==> config.mk <==
export PLATFORM = sky130hd
export DESIGN_NAME = piso_serializer_stream
export DESIGN_NICKNAME = d
export VERILOG_FILES = /design/src/rtl/piso_serializer_stream.sv
export SDC_FILE = /design/constraint.sdc
export NUM_CORES = 1
export LEC_CHECK = 0
export BUFFER_PORTS_ARGS = -buffer_cell sky130_fd_sc_hd__buf_2
export CORE_UTILIZATION = 35
export CTS_BUF_LIST = sky130_fd_sc_hd__clkbuf_8
export DETAILED_ROUTE_END_ITERATION = 8
export PLACE_DENSITY = 0.65
export SYNTH_ARGS = -nofsm -noshare
export SYNTH_HDL_FRONTEND = slang
export SYNTH_SLANG_ARGS = --single-unit
==> constraint.sdc <==
create_clock -name clk -period 1.75 [get_ports clk]
set_input_delay 0.0875 -clock clk [delete_from_list [all_inputs] [get_ports clk]]
set_output_delay 0.0875 -clock clk [all_outputs]
set_load 0.05 [all_outputs]
==> src/rtl/piso_serializer_stream.sv <==
// Parallel-in/serial-out shifter with a valid/ready word input and a one-word holding buffer.
// One bit advances per shift_en strobe; a held word reloads at the boundary with no gap bit.
module piso_serializer_stream #(
  parameter int N          = 8,
  parameter bit MSB_FIRST  = 1'b1,
  parameter bit IDLE_LEVEL = 1'b1
) (
  input  logic                   clk,
  input  logic                   rst_n,
  input  logic [N-1:0]           data_in,
  input  logic                   data_valid,
  output logic                   data_ready,
  input  logic                   enable,
  input  logic                   shift_en,
  output logic                   serial_out,
  output logic                   send_ready,
  output logic                   word_done,
  output logic [$clog2(N+1)-1:0] bit_cnt
);

  localparam int CW = $clog2(N + 1);
  localparam logic [CW-1:0] LAST = CW'(N);

  typedef enum logic [1:0] {IDLE, ARMED, SHIFT} state_t;

  state_t       state;
  logic [N-1:0] hold;
  logic         hold_full;
  logic [N-1:0] shift_reg;

  function automatic logic first_of(input logic [N-1:0] w);
    return MSB_FIRST ? w[N-1] : w[0];
  endfunction

  // The bit just driven is shifted out so the next one always sits at the head.
  function automatic logic [N-1:0] advance(input logic [N-1:0] w);
    return MSB_FIRST ? {w[N-2:0], 1'b0} : {1'b0, w[N-1:1]};
  endfunction

  assign data_ready = !hold_full;

  always_ff @(posedge clk) begin
    if (!rst_n) begin
      state      <= IDLE;
      hold       <= '0;
      hold_full  <= 1'b0;
      shift_reg  <= '0;
      serial_out <= IDLE_LEVEL;
      send_ready <= 1'b0;
      word_done  <= 1'b0;
      bit_cnt    <= '0;
    end else begin
      word_done <= 1'b0;
      if (data_valid && !hold_full) begin
        hold      <= data_in;
        hold_full <= 1'b1;
      end
      case (state)
        IDLE: begin
          if (hold_full && enable) begin
            shift_reg <= hold;
            hold_full <= 1'b0;
            state     <= ARMED;
          end
        end
        ARMED: begin
          if (shift_en) begin
            serial_out <= first_of(shift_reg);
            shift_reg  <= advance(shift_reg);
            send_ready <= 1'b1;
            bit_cnt    <= CW'(1);
            state      <= SHIFT;
          end
        end
        SHIFT: begin
          if (shift_en) begin
            if (bit_cnt != LAST) begin
              serial_out <= first_of(shift_reg);
              shift_reg  <= advance(shift_reg);
              bit_cnt    <= bit_cnt + CW'(1);
            end else begin
              word_done <= 1'b1;
              if (hold_full && enable) begin
                serial_out <= first_of(hold);
                shift_reg  <= advance(hold);
                hold_full  <= 1'b0;
                bit_cnt    <= CW'(1);
              end else begin
                serial_out <= IDLE_LEVEL;
                send_ready <= 1'b0;
                bit_cnt    <= '0;
                state      <= IDLE;
              end
            end
          end
        end
        default: state <= IDLE;
      endcase
    end
  end

endmodule

### After elaboration in Yosys (flattened, before gate mapping)

Index checks and enable logic that the tools add are counted.

* equality and inequality tests: 9
* add/subtract/negate cells: 1
* reduce and logical (&&, ||, !) cells: 11
* muxes and demuxes: 33

Operators by type and width (number)
* 8-bit two-way mux: 5
* 8-bit case mux with 3 select lines: 1
* 5-bit AND reduction: 3
* 1-bit two-way mux: 14
* 4-bit two-way mux: 3
* 2-bit two-way mux: 5
* 2-bit != test (second input constant): 5
* 4-bit case mux with 2 select lines: 1
* 1-bit case mux with 2 select lines: 3
* 2-bit case mux with 3 select lines: 1
* 3-bit AND reduction: 2
* 4-bit by 1-bit adder with 4-bit output (second input constant): 1
* 4-bit != test (second input constant): 1
* 3-bit != test (second input constant): 1
* 3-bit nonzero test: 1
* 2-bit by 1-bit == test with 1-bit output (second input constant): 1
* 2-bit == test (second input constant): 1
* 1-bit logical AND: 2
* 2-bit logical NOT: 1
* 2-bit nonzero test: 1
* 1-bit logical NOT: 1

* flip-flop bits (word level): 26
* logic and storage cells: 62
* output and inout bits: 8
* input bits: 13

### Depth between registers and ports, before layout

* depth after elaboration: 7
* depth in mapped cells: 8
* mapped depth without buffers: 6

### Least setup slack after synthesis

Ideal clock, no wire load.

* path type: register to register
* start point: register bit_cnt[0]
* end point: register shift_reg[1]
* arrival time: 1.859 ns
* setup slack: -0.232 ns
* buffers on the path: 1
* required time: 1.627 ns
* clock period less this slack: 1.982 ns
* stages on the path, launching flop included: 8
* library setup time: 0.123 ns
* cells stage by stage: dfxtp_1 > inv_1 > ha_1 > and4b_1 > clkbuf_1 > and3_1 > a221oi_1 > o2bb2ai_1

* word-level cells in the longest chain between the ends: 4
* elaborated cells between the ends (all ways): 6
* those cells by class: 2 x eq/ne; 3 x mux; 1 x reduce/logical

RTL lines
* start, declared: RTL line 18 `output logic [$clog2(N+1)-1:0] bit_cnt`
* start signal, assigned: RTL line 80 `bit_cnt <= bit_cnt + CW'(1);`
* 4-bit != test *: RTL line 77 `if (bit_cnt != LAST) begin`
* 8-bit two-way mux: RTL line 77
* 8-bit two-way mux: RTL line 76 `if (shift_en) begin`
* 8-bit case mux with 3 select lines: RTL line 58 `case (state)`
* end signal, assigned: RTL line 61 `shift_reg <= hold;`
* end signal, assigned: RTL line 79 `shift_reg <= advance(shift_reg);`
* end signal, assigned: RTL line 85 `shift_reg <= advance(hold);`
* end, declared: RTL line 29 `logic [N-1:0] shift_reg;`

Mark *: on every way between the ends. The rest lies on a longest branch, timed or not. The select of a mux whose other input is x is not followed.
A chain may end at the register's enable or synchronous reset.

### Worst setup path after layout

* start point: register state[1]
* end point: register bit_cnt[2]

* word-level cells in the longest chain between the ends: 3
* elaborated cells between the ends (all ways): 7
* those cells by class: 4 x eq/ne; 1 x mux; 2 x reduce/logical

RTL lines
* start, declared: RTL line 26 `state_t state;`
* start signal, assigned: RTL line 44 `state <= IDLE;`
* start signal, assigned: RTL line 63 `state <= ARMED;`
* start signal, assigned: RTL line 72 `state <= SHIFT;`
* 2-bit by 1-bit == test with 1-bit output / 2-bit == test (equally long branches): RTL line 58
* 2-bit != test (no line) / 2-bit nonzero test (equally long branches)
* 3-bit AND reduction (no line)

Several ways; a longest one is shown, not always the timed one.

==> results.md <==
* Core Box Area at around 3400 um^2
* Dominant cell by count in the synthesized netlist: dfxtp_1
* Post-detail-place hpwl at 2180 um
* CP Capture Type: flip-flop
* Rel. slew slack at 0.785
* CTS buffer count at 3
* CTS tree: built
* Yosys reg bits at 26
* Number of enable flip-flop cells after synthesis at 0
* Nets at around 190
* Static leakage at 0.000702 uW
* CP Data Required Time at roughly 2.0 ns
* Diodes inserted at 0
* Cells along the critical path: inv_1 -> ha_2 -> o21ba_4 -> nand2b_4 -> or4_4 -> a21oi_2
* Max Slew Vio Count at 0
* HP Class: in -> reg
* Final hold violations at 0
* Yosys top cell by area: dfxtp_1
* GRT Overall Usage at 0.162
* Cell area after synthesis at 1300 um^2
* Worst setup SP type: flip-flop
* Slowest stage cell, crit path: or4_4
* Top delay family on crit path: simple AND/OR/NAND/NOR gates
* Final setup fails at 0
* Placer Congestion at 0.795
* Initial antenna violation count at 0
* Initial Util at 0.378
* Clk_skew at 0.00554 ns
* Drt pass-1 iters at 4
* Layout cells sized above 1 at 0.365
* CP Class: reg -> reg
* Area added between synthesis and finish at 26.3%
* CP arrival at between 1.5 and 2 ns
* Vias in the first global route at between 1000 and 1500
* Clock Sinks at 26
* Crit share post-route at 0.972
* Core Util, Final at 0.477
* Syn_nets at 157
* Hold_sp: data_in[6]
* Die ar. at 3970 um^2
* CP max stage delay at between 0.4 and 0.5 ns
* Maxcap violations at 0
* Final ANT Viol Nets at 0
* H-tree depth at 1
* Bufs on Longest Clock Path at 2
* Reg-to-reg endpoint: bit_cnt[2]
* Root cell of the clock tree: clkbuf_8
* Vias per cell at 5.26
* Launching point of the worst reg2reg path: state[1]
* Fin crit period at 1.70 ns
* Dpl ws at -0.0546 ns
* Die X at 63.0 um
* Skew-Pair Late Insertion Delay at 0.27 ns
* DRT iter0 DRCs at 17
* Post-synth top area share at 0.400
* Unrepaired setup endpoints after global routing: yes
* Worst Reg-to-Reg Cells at 6
* Wire per inst at 14.6 um
* FMAX at between 500 and 600 MHz
* Commonest cells in the netlist: 26 x dfxtp_1, 12 x mux2i_1, 12 x nor2_1, 10 x nand2_1
* Vias at approximately 1100
* I/O pins at 21
* Global route overflow at 0
* R2R setup slack at 0.05 ns
* First-pass GRT wire length at 5090 um
* Yosys warning count at 0
* Clock Pin Slew Worst Setup and Hold Paths at 0.09 ns
* Die Ht at 63.0 um
* Std cell rows at 21
* Status: finished, final reports clean
* Ys async rst share at 0
* Number of port buffers at 20
* Worst slew pin tran at 0.322 ns
* Buf/Inv on CP at 1
* Hold depth at 3
* Ys flop type: dfxtp_1
* Synth top area cells: dfxtp_1 40%, mux2i_1 9.2%, ha_1 6.7%, a221oi_1 5.4%, o2bb2ai_1 4.7%
* Final wirelength at 3100 um
* Crit path max fanout at 10
* Hold Path End: hold[6]
* Worst VDD drop at 0.000553 V
* P per Cell Area at 1240 nW/um^2
* Sequential-to-total area share from yosys stat at 0.400
* Final worst slack at 0.0482 ns
* Hold-fix buffers, CTS at 0
* Cells after synthesis at 137
* Mapped Avg Cell Area at 9.50 um^2
* Count of different cell masters after synthesis at 34
* # DRC at 0
* Largest net degree at the start of global routing at 15
[routing by layer]
metal | global-route usage | part of all wire | vias up
li1 | - | - | 560
met3 | 0.0328 | 0.035 | 8
met1 | 0.193 | 0.47 | 529
met5 | 0 | 0 | -
met4 | 0.0785 | 0.017 | 0
met2 | 0.273 | 0.48 | 24
[where the power goes]
group          leakage, uW  switching [uW]  internal [uW]
logic             0.000459             541            361
clock network    0.0000288             185            201
registers         0.000214            60.8            683
[cells in the final DEF, fill, tap and decap left out, drive strengths merged, types with 2 or more instances in the layout]
master and instances:
nand2 10, mux2i 12, o2bb2ai 7, clkbuf 4
nor2 12, nand3 3, a21oi 5, inv 7
nor4 2, o21a 2, buf 33, dfxtp 26
and3 9, a221oi 8, ha 7, o21ai 4
[through the flow]
| step | total power, uW | hold slack, ns | setup TNS, ns | cells | area [um^2] |
|---|---|---|---|---|---|
| after floorplan | 1350 | 0.233 | 0 | 137 | 1310 |
| after global placement | 1550 | 0.322 | -0.00276 | 208 | 1520 |
| after detailed placement | 1570 | 0.328 | -0.237 | 208 | 1520 |
| after CTS | 1970 | 0.0405 | 0 | 212 | 1580 |
| after global routing | 2150 | 0.0526 | -0.0164 | 213 | 1640 |
| final | 2030 | 0.0466 | 0 | 213 | 1640 |
[cells by family after synthesis]
logic type      share of synthesized area
compound gates                      0.189
fa+ha+maj                          0.0673
buf+inv                            0.0558
flops                               0.400
mux                                0.0923
simple gates                        0.195
[area by class of cell]
cell class	instances	area, um^2
Timing Repair Buffer	33	198
Tap cell	46	57.6
Fill cell	341	1800
Clock buffer	4	55.1
Inverter	8	31.3
Sequential cell	26	531
Multi-Input combinational cell	96	771
[worst min-delay path: cells and delay by family]
family | cells | cell delay, ns
muxes | 1 | 0.05
and+or+nand+nor | 1 | 0.07
buffers and inverters | 1 | 0.07
[worst max path at each step]
stage,from,to,cells past startpoint
floorplan,bit_cnt[1],shift_reg[1],7
global placement,bit_cnt[0],shift_reg[7],7
detailed placement,state[1],shift_reg[3],6
CTS,state[1],bit_cnt[2],6
global route,state[1],shift_reg[3],7
finish,state[1],bit_cnt[2],6
[what timing repair did]
action                                  CTS  global route
gates resized for setup                   3            12
gates cloned                              0             0
endpoints found under the setup margin    8             8
setup buffers                             0             1
pin swaps                                 0             2
(Power assumes the default switching activity.)
